===== src/rtl/seven_seg_rx.sv =====
// Receiver for a time-multiplexed seven-segment bus: debounces each digit over
// repeated scans and recovers its hex value, blank state and invalid-pattern errors.
module seven_seg_rx #(
   parameter int DIGITS = 4,
   parameter int STABLE = 3
) (
   input  logic                  clk,
   input  logic                  rst_n,
   input  logic                  stb,
   input  logic [6:0]            seg,
   input  logic [DIGITS-1:0]     dig,
   output logic [4*DIGITS-1:0]   hex,
   output logic [DIGITS-1:0]     blank,
   output logic                  upd,
   output logic [2:0]            upd_idx,
   output logic                  err
);

   localparam logic [3:0]        STABLE_C = 4'(STABLE);
   localparam logic [DIGITS-1:0] ONE_C    = DIGITS'(1);

   // Returns {valid, isBlank, value[3:0]} for a pattern in abcdefg order.
   function automatic logic [5:0] decodeSeg(input logic [6:0] s);
      case (s)
         7'h7E:   decodeSeg = 6'b10_0000;
         7'h30:   decodeSeg = 6'b10_0001;
         7'h6D:   decodeSeg = 6'b10_0010;
         7'h79:   decodeSeg = 6'b10_0011;
         7'h33:   decodeSeg = 6'b10_0100;
         7'h5B:   decodeSeg = 6'b10_0101;
         7'h5F:   decodeSeg = 6'b10_0110;
         7'h70:   decodeSeg = 6'b10_0111;
         7'h7F:   decodeSeg = 6'b10_1000;
         7'h7B:   decodeSeg = 6'b10_1001;
         7'h77:   decodeSeg = 6'b10_1010;
         7'h1F:   decodeSeg = 6'b10_1011;
         7'h4E:   decodeSeg = 6'b10_1100;
         7'h3D:   decodeSeg = 6'b10_1101;
         7'h4F:   decodeSeg = 6'b10_1110;
         7'h47:   decodeSeg = 6'b10_1111;
         7'h00:   decodeSeg = 6'b01_0000;
         default: decodeSeg = 6'b00_0000;
      endcase
   endfunction

   logic [6:0]          cand_q [DIGITS];
   logic [6:0]          cand_d [DIGITS];
   logic [3:0]          cnt_q  [DIGITS];
   logic [3:0]          cnt_d  [DIGITS];
   logic [4*DIGITS-1:0] hex_q, hex_d;
   logic [DIGITS-1:0]   blank_q, blank_d;
   logic                upd_q, upd_d;
   logic [2:0]          updIdx_q, updIdx_d;
   logic                err_q, err_d;

   logic                oneHot;
   logic                restart;
   logic [3:0]          newCnt;
   logic [5:0]          dec;

   assign oneHot = (dig != '0) && ((dig & (dig - ONE_C)) == '0);

   always_comb begin
      cand_d   = cand_q;
      cnt_d    = cnt_q;
      hex_d    = hex_q;
      blank_d  = blank_q;
      upd_d    = 1'b0;
      updIdx_d = updIdx_q;
      err_d    = 1'b0;
      restart  = 1'b0;
      newCnt   = 4'd0;
      dec      = 6'd0;

      if (stb && !oneHot) begin
         err_d = 1'b1;
      end

      // A restart on a changed pattern is always eligible for acceptance, so
      // STABLE=1 accepts every new pattern even though the old count was saturated.
      for (int i = 0; i < DIGITS; i++) begin
         if (stb && oneHot && dig[i]) begin
            restart = (seg != cand_q[i]);
            if (restart) begin
               newCnt = 4'd1;
            end else if (cnt_q[i] == STABLE_C) begin
               newCnt = STABLE_C;
            end else begin
               newCnt = cnt_q[i] + 4'd1;
            end
            cand_d[i] = seg;
            cnt_d[i]  = newCnt;

            if ((newCnt == STABLE_C) && (restart || (cnt_q[i] != STABLE_C))) begin
               dec = decodeSeg(seg);
               if (dec[5]) begin
                  if ((hex_q[4*i +: 4] != dec[3:0]) || blank_q[i]) begin
                     upd_d    = 1'b1;
                     updIdx_d = 3'(i);
                  end
                  hex_d[4*i +: 4] = dec[3:0];
                  blank_d[i]      = 1'b0;
               end else if (dec[4]) begin
                  if (!blank_q[i]) begin
                     upd_d    = 1'b1;
                     updIdx_d = 3'(i);
                  end
                  blank_d[i] = 1'b1;
               end else begin
                  err_d = 1'b1;
               end
            end
         end
      end
   end

   always_ff @(posedge clk or negedge rst_n) begin
      if (!rst_n) begin
         for (int i = 0; i < DIGITS; i++) begin
            cand_q[i] <= 7'd0;
            cnt_q[i]  <= 4'd0;
         end
         hex_q    <= '0;
         blank_q  <= '1;
         upd_q    <= 1'b0;
         updIdx_q <= 3'd0;
         err_q    <= 1'b0;
      end else begin
         cand_q   <= cand_d;
         cnt_q    <= cnt_d;
         hex_q    <= hex_d;
         blank_q  <= blank_d;
         upd_q    <= upd_d;
         updIdx_q <= updIdx_d;
         err_q    <= err_d;
      end
   end

   assign hex     = hex_q;
   assign blank   = blank_q;
   assign upd     = upd_q;
   assign upd_idx = updIdx_q;
   assign err     = err_q;

endmodule


===== config.mk =====
export PLATFORM = sky130hd
export DESIGN_NAME = seven_seg_rx
export DESIGN_NICKNAME = d
export VERILOG_FILES = /design/src/rtl/seven_seg_rx.sv
export SDC_FILE = /design/constraint.sdc
export NUM_CORES = 1
export LEC_CHECK = 0
export ABC_CLOCK_PERIOD_IN_PS = 2700
export CAP_MARGIN = 10
export CORE_ASPECT_RATIO = 0.8
export CORE_MARGIN = 2
export CORE_UTILIZATION = 58
export CTS_CLUSTER_DIAMETER = 60
export DETAILED_ROUTE_END_ITERATION = 8
export GPL_ROUTABILITY_DRIVEN = 0
export PLACE_DENSITY = 0.84
export SLEW_MARGIN = 20
export SYNTH_ARGS = -nofsm -noshare
export SYNTH_HDL_FRONTEND = slang
export SYNTH_SLANG_ARGS = --single-unit

===== constraint.sdc =====
create_clock -name clk -period 2.7 [get_ports clk]
set_input_delay 0.54 -clock clk [delete_from_list [all_inputs] [get_ports clk]]
set_output_delay 0.54 -clock clk [all_outputs]
set_load 0.05 [all_outputs]

== Yosys cells after proc, flatten, opt, wreduce, memory -nomap -nowiden ==
Cells that the tools add are included.
W data, S select, Z words.
Word-level totals
  register bits: 69
  input bits: 14
  output and inout port bits: 25
Operators by class
  add/subtract/negate cells: 5
  equality and inequality tests: 36
  multiplexer cells: 94
  bitwise gates (word level): 1
  reduce and logical (&&, ||, !) cells: 35
Operators with widths (number)
  $pmux W6 S17: 1
  $eq A7 B7 Y1 const B: 12
  $mux W3: 24
  $mux W1: 49
  $mux W4: 12
  $mux W6: 8
  $eq A4 B2 Y1 const B: 8
  $ne A7 B7 Y1: 4
  $reduce_and A3 Y1: 8
  $eq A7 B6 Y1 const B: 3
  $add A4 B1 Y4 const B: 4
  $ne A4 B2 Y1 const B: 4
  $ne A4 B4 Y1: 4
  $logic_and A1 B1 Y1: 11
  $logic_or A1 B1 Y1: 8
  $reduce_bool A2 Y1: 4
  $eq A7 B5 Y1 const B: 1
  $logic_not A7 Y1: 1
  $and A4 B4 Y4: 1
  $logic_not A4 Y1: 1
  $reduce_bool A4 Y1: 1
  $sub A4 B1 Y4 const B: 1
  $logic_not A1 Y1: 1

== Longest topological paths before layout ==
  word-level depth: 32
  gate-level depth with buffers: 10
  depth with buffers taken out: 7

== Least setup slack after synthesis ==
No wires, ideal clock.
  path kind: in2reg
  start: in seg[1]
  end: reg updIdx_q[2], in the netlist upd_idx[2]
  arrival: 2.552 ns
  required time: 2.602 ns
  slack: 0.050 ns
  cell stages on the path: 8
  path buffers: 1
  cells stage by stage: or3b_2 > a211o_1 > and4_1 > clkbuf_1 > xnor2_1 > a2111oi_4 > o22ai_2 > nor4bb_2
Between the ends
  cells in the longest elaborated chain, start to end: 25
  elaborated cells on any way between the ends: 81
  those cells by class: eq/ne: 28; mux: 40; reduce/logical: 13
RTL lines
  start: declaration: RTL line 10  | input logic [6:0] seg,
  $eq A7 B7 Y1 (tied with other cells): RTL line 24  | case (s)
  $pmux W6 S17: RTL line 24
  $mux W6: RTL line 94  | if ((newCnt == STABLE_C) && (restart || (cnt_q[i] != STABLE_C))) begin
  $mux W6: RTL line 82  | if (stb && oneHot && dig[i]) begin
  $ne A4 B4 Y1: RTL line 97  | if ((hex_q[4*i +: 4] != dec[3:0]) || blank_q[i]) begin
  $logic_or A1 B1 Y1: RTL line 97
  $mux W3: RTL line 97
  $mux W3: RTL line 96  | if (dec[5]) begin
  (+10 left out)
  $mux W3: RTL line 94
  $mux W3: RTL line 82
  $mux W3: RTL line 104  | if (!blank_q[i]) begin
  $mux W3: RTL line 103  | end else if (dec[4]) begin
  $mux W3: RTL line 96
  $mux W3: RTL line 94
  $mux W3 *: RTL line 82
  named net updIdx_d[2]: RTL line 53  | logic [2:0] updIdx_q, updIdx_d;
  end signal: assignment: RTL line 134  | updIdx_q <= updIdx_d;
  end: declaration: RTL line 53
Mark *: on every way through the listed nets, which the timed path passes. The rest lies on a longest branch. The select of a mux whose other input is x is not followed.
A chain may end at the register's enable or synchronous reset.

== Worst setup path after layout ==
  start: in seg[6]
  end: reg updIdx_q[2], in the netlist upd_idx[2]
Same word-level chain as after synthesis.

==> summary.txt <==
Synthesis
  – Synthesized cell area: 4150 sq um
  – Seq/Total Area, Yosys: 41.8%
  – FF+latch count, synth: 69
  – Ys flop type: dfrtp_1
  – Synth area leaders: dfrtp_1 (39%), mux2_2 (7.6%), xnor2_1 (4.2%), o21ai_0 (4.1%), xor2_1 (4.0%)
  – Post-Synthesis Cells: between 400 and 500
  – Area leader, netlist: dfrtp_1
  – Syn_nets: 434
  – Share of flip-flops with an asynchronous set or reset: 100%
  – Post-synth EDFFs: 0
  – Yosys cell types: 71
  – Syn avg cell area: around 10 sq um
  – Yosys warns: 0
  – Area share of the largest cell type after synthesis: between 30% and 40%

STA
  – # setup viols final: 1
  – Hold Violations, Final: 0
  – Fmax: 368 MHz
  – Worst Max-Slew Pin Slew: 0.513 ns
  – Final period util: 101%
  – Clock Skew: between 0.008 and 0.009 ns
  – Final worst slack: -0.0149 ns
  – Max_slew headroom: 65.7%
  – Final setup TNS: -0.0149 ns
  – Final Critical Period: approximately 2.7 ns
  – Max Slew Vio Count: 0

Worst setup path
  – R2r setup slk: 0.49 ns
  – Critical path capture point: upd_idx[2]$_DFF_PN0_
  – WS Path Type: in2reg
  – Number of cells on the worst reg-to-reg path: 7
  – Crit path depth: 11
  – Bufs and invs on worst path: 4
  – Slowest stage delay, CP: 0.36 ns
  – CP max FO: 12
  – Critical path arrival: 2.98 ns
  – CP top delay family: compound AO/OA/AOI/OAI gates
  – Worst setup SP type: input pin
  – Worst r2r dst: hex[7]$_DFFE_PN0P_
  – Critical-path top delay cell: nor4_1
  – Most used cell, CP: buf_4
  – Crit path from: seg[6]
  – CP Cell Sequence: dlygate4sd2_1 -> buf_6 -> buf_4 -> a21o_1 -> a211oi_4 -> buf_4 -> nor4_1 -> o21bai_1 -> a2111oi_4 -> o22ai_2 -> nor4bb_2
  – Req. time, crit path: roughly 3.0 ns
  – R2r startpoint: cand_q[16]$_DFFE_PN0P_
  – CP Capture Type: flop

Worst hold path
  – HP Class: in2async

CTS
  – CTS Sinks: roughly 70
  – Later-pin clock latency in the skew report: around 0.35 ns
  – H-Tree Depth: 3
  – Maximum clock insertion buffer count: 2
  – TritonCTS Buffers: 9
  – Clk slew on worst S/H paths: ~0.08 ns
  – Hold-fix buffers at CTS: 0
  – Clock root buffer: clkbuf_8
  – CTS tree: yes

Power
  – Pwr Total: roughly 2700 uW
  – Leak: 0.00241 uW
  – Max IR drop VDD: around 330 uV
  – Power Dens Cells: 498 nW/um^2

Drt
  – DRT met1 WL: ~4800 um
  – Drt pass-1 iters: 5
  – DRC Markers: 0
  – Met2 wire length: 5800 um
  – Routed via count: about 3800
  – Initial DRC Count: between 300 and 400
  – Top Metal Used: met4
  – Routed WL per cell: between 15 and 20 um
  – ANT nets after route: 0
  – Met3 WL post-DR: about 850 um
  – WL final: 11700 um
  – Via/cell ratio: between 6 and 7

GRT
  – Total Routing Usage GR: approximately 30%
  – Vias in the first global route: around 3800
  – Initial antenna violation count: 0
  – First-pass GRT wire length: about 18000 um
  – Grt total ovfl: 0
  – Largest net degree at the start of global routing: 30

Finish
  – Commonest non-fill, non-tap cells in the layout: dfrtp_1 (65), buf_4 (63), o21ai_0 (33), nand2_1 (30), clkdlybuf4s50_1 (30)
  – P&R area growth vs syn: 32.6%
  – FILL cells: approximately 410
  – Most common cell after layout, fill and taps aside: dfrtp_1
  – Final nets: between 500 and 600
  – Ant diodes: 0
  – Share of layout cells above drive strength 1: a little under a third

Floorplanning
  – Die ar.: just under 8000 sq um
  – Die Height: 79.6 um
  – Starting Density: 60.1%
  – Row cnt: 27
  – DIE WIDTH: 98.5 um
  – Core Area: a little under 7000 sq um
  – Ports: 39

Run
  – Max_cap viols: 0

Place
  – Dpl hpwl: roughly 7500 um
  – Port Buffers: 38

Outcome
  – Violated checks: setup timing
  – Status: complete, but fails checks
[state kept, by name, summed over array words and instances (netlist names)]
signal and flops:
cand_q 28, cnt_q 16, hex 16, blank 4, upd_idx 3, err 1, upd 1
[worst min-delay path by stage]
stage / cells past startpoint / endpoint / slack [ns] / startpoint
finish: 1 / cnt_q[13]$_DFFE_PN0P_ / 0.15 / rst_n
global route: 1 / cnt_q[13]$_DFFE_PN0P_ / 0.17 / rst_n
CTS: 1 / cnt_q[13]$_DFFE_PN0P_ / 0.16 / rst_n
detailed placement: 2 / cand_q[6]$_DFFE_PN0P_ / 0.50 / cand_q[6]$_DFFE_PN0P_
global placement: 2 / cand_q[6]$_DFFE_PN0P_ / 0.48 / cand_q[6]$_DFFE_PN0P_
floorplan: 0 / cand_q[0]$_DFFE_PN0P_ / 0.24 / rst_n
[cell usage after synthesis (all sizes together), types with 5 or more instances]
cell    instances
xor2           19
nor2b           8
o31ai           8
mux2           28
nor4           10
dfrtp          65
or4             7
and3            5
nand3          12
o21ai          37
xnor2          20
nand3b          7
inv             5
nand4           8
nor3b           6
nor3            5
nor2           26
o211ai          7
a21oi          12
buf            14
clkbuf         10
and2            5
nand2          32
[per-stage QoR]
stage                     std cells  cell area [sq um]  utilization [%]  worst slack, ns  hold WS (ns)
after global placement          582               5030             73.0           -0.465         0.481
after floorplan                 416               4150                -           0.0505         0.244
final                           604               5500             79.8          -0.0149         0.149
after CTS                       600               5380             78.0          0.00131         0.158
after detailed placement        582               5030             73.0           -0.537         0.497
after global routing            604               5500             79.8           -0.122         0.173
[where the power goes]
| group | total [uW] | internal (uW) | leakage [uW] | switching, uW |
|---|---|---|---|---|
| clock network | 955 | 543 | 0.000112 | 412 |
| logic | 539 | 271 | 0.00143 | 269 |
| registers | 1240 | 1150 | 0.000874 | 91.2 |
| total | 2740 | 1960 | 0.00241 | 772 |
[final cells by class]
| class | instances | area [sq um] | share of cell area [%] |
|---|---|---|---|
| Clock buffer | 10 | 138 | 2.50 |
| Clock inverter | 6 | 86.3 | 1.57 |
| Inverter | 5 | 18.8 | 0.341 |
| Multi-Input combinational cell | 318 | 2430 | 44.3 |
| Sequential cell | 69 | 1730 | 31.5 |
| Tap cell | 87 | 109 | 1.98 |
| Timing Repair Buffer | 109 | 981 | 17.8 |
[layer usage]
| layer | global-route usage [%] | vias to the layer above |
|---|---|---|
| li1 | - | 1716 |
| met2 | 50.2 | 163 |
| met1 | 37.3 | 1875 |
| met5 | 0 | - |
| met3 | 7.53 | 36 |
| met4 | 10.0 | 0 |
[cells by family after synthesis]
kind of cell             share of synthesized area [%]
multiplexers                                      7.85
XOR/XNOR                                          8.24
AO/OA/AOI/OAI                                     15.6
AND/OR/NAND/NOR                                   21.8
adder cells (fa/ha/maj)                           1.21
flip-flops                                        41.8
buffers and inverters                             3.50
[timing repair]
| action | 4_1_cts | 5_1_grt |
|---|---|---|
| pin swaps | 12 | 15 |
| gates cloned | 0 | 1 |
| hold endpoints to repair | 0 | 0 |
| gates resized for setup | 28 | 19 |
| endpoints found under the setup margin | 13 | 17 |
| buffers inserted | 2 | 3 |
[worst register-to-register path: stages, from the launching register on]
cell and delay [ns]:
dfrtp_1 0.40, xor2_1 0.18, nor4_2 0.32, nand4_1 0.22, nor4_4 0.28, buf_4 0.18
nand2_1 0.19, mux2_2 0.32
Note: power is estimated with default switching activity, not from simulation.
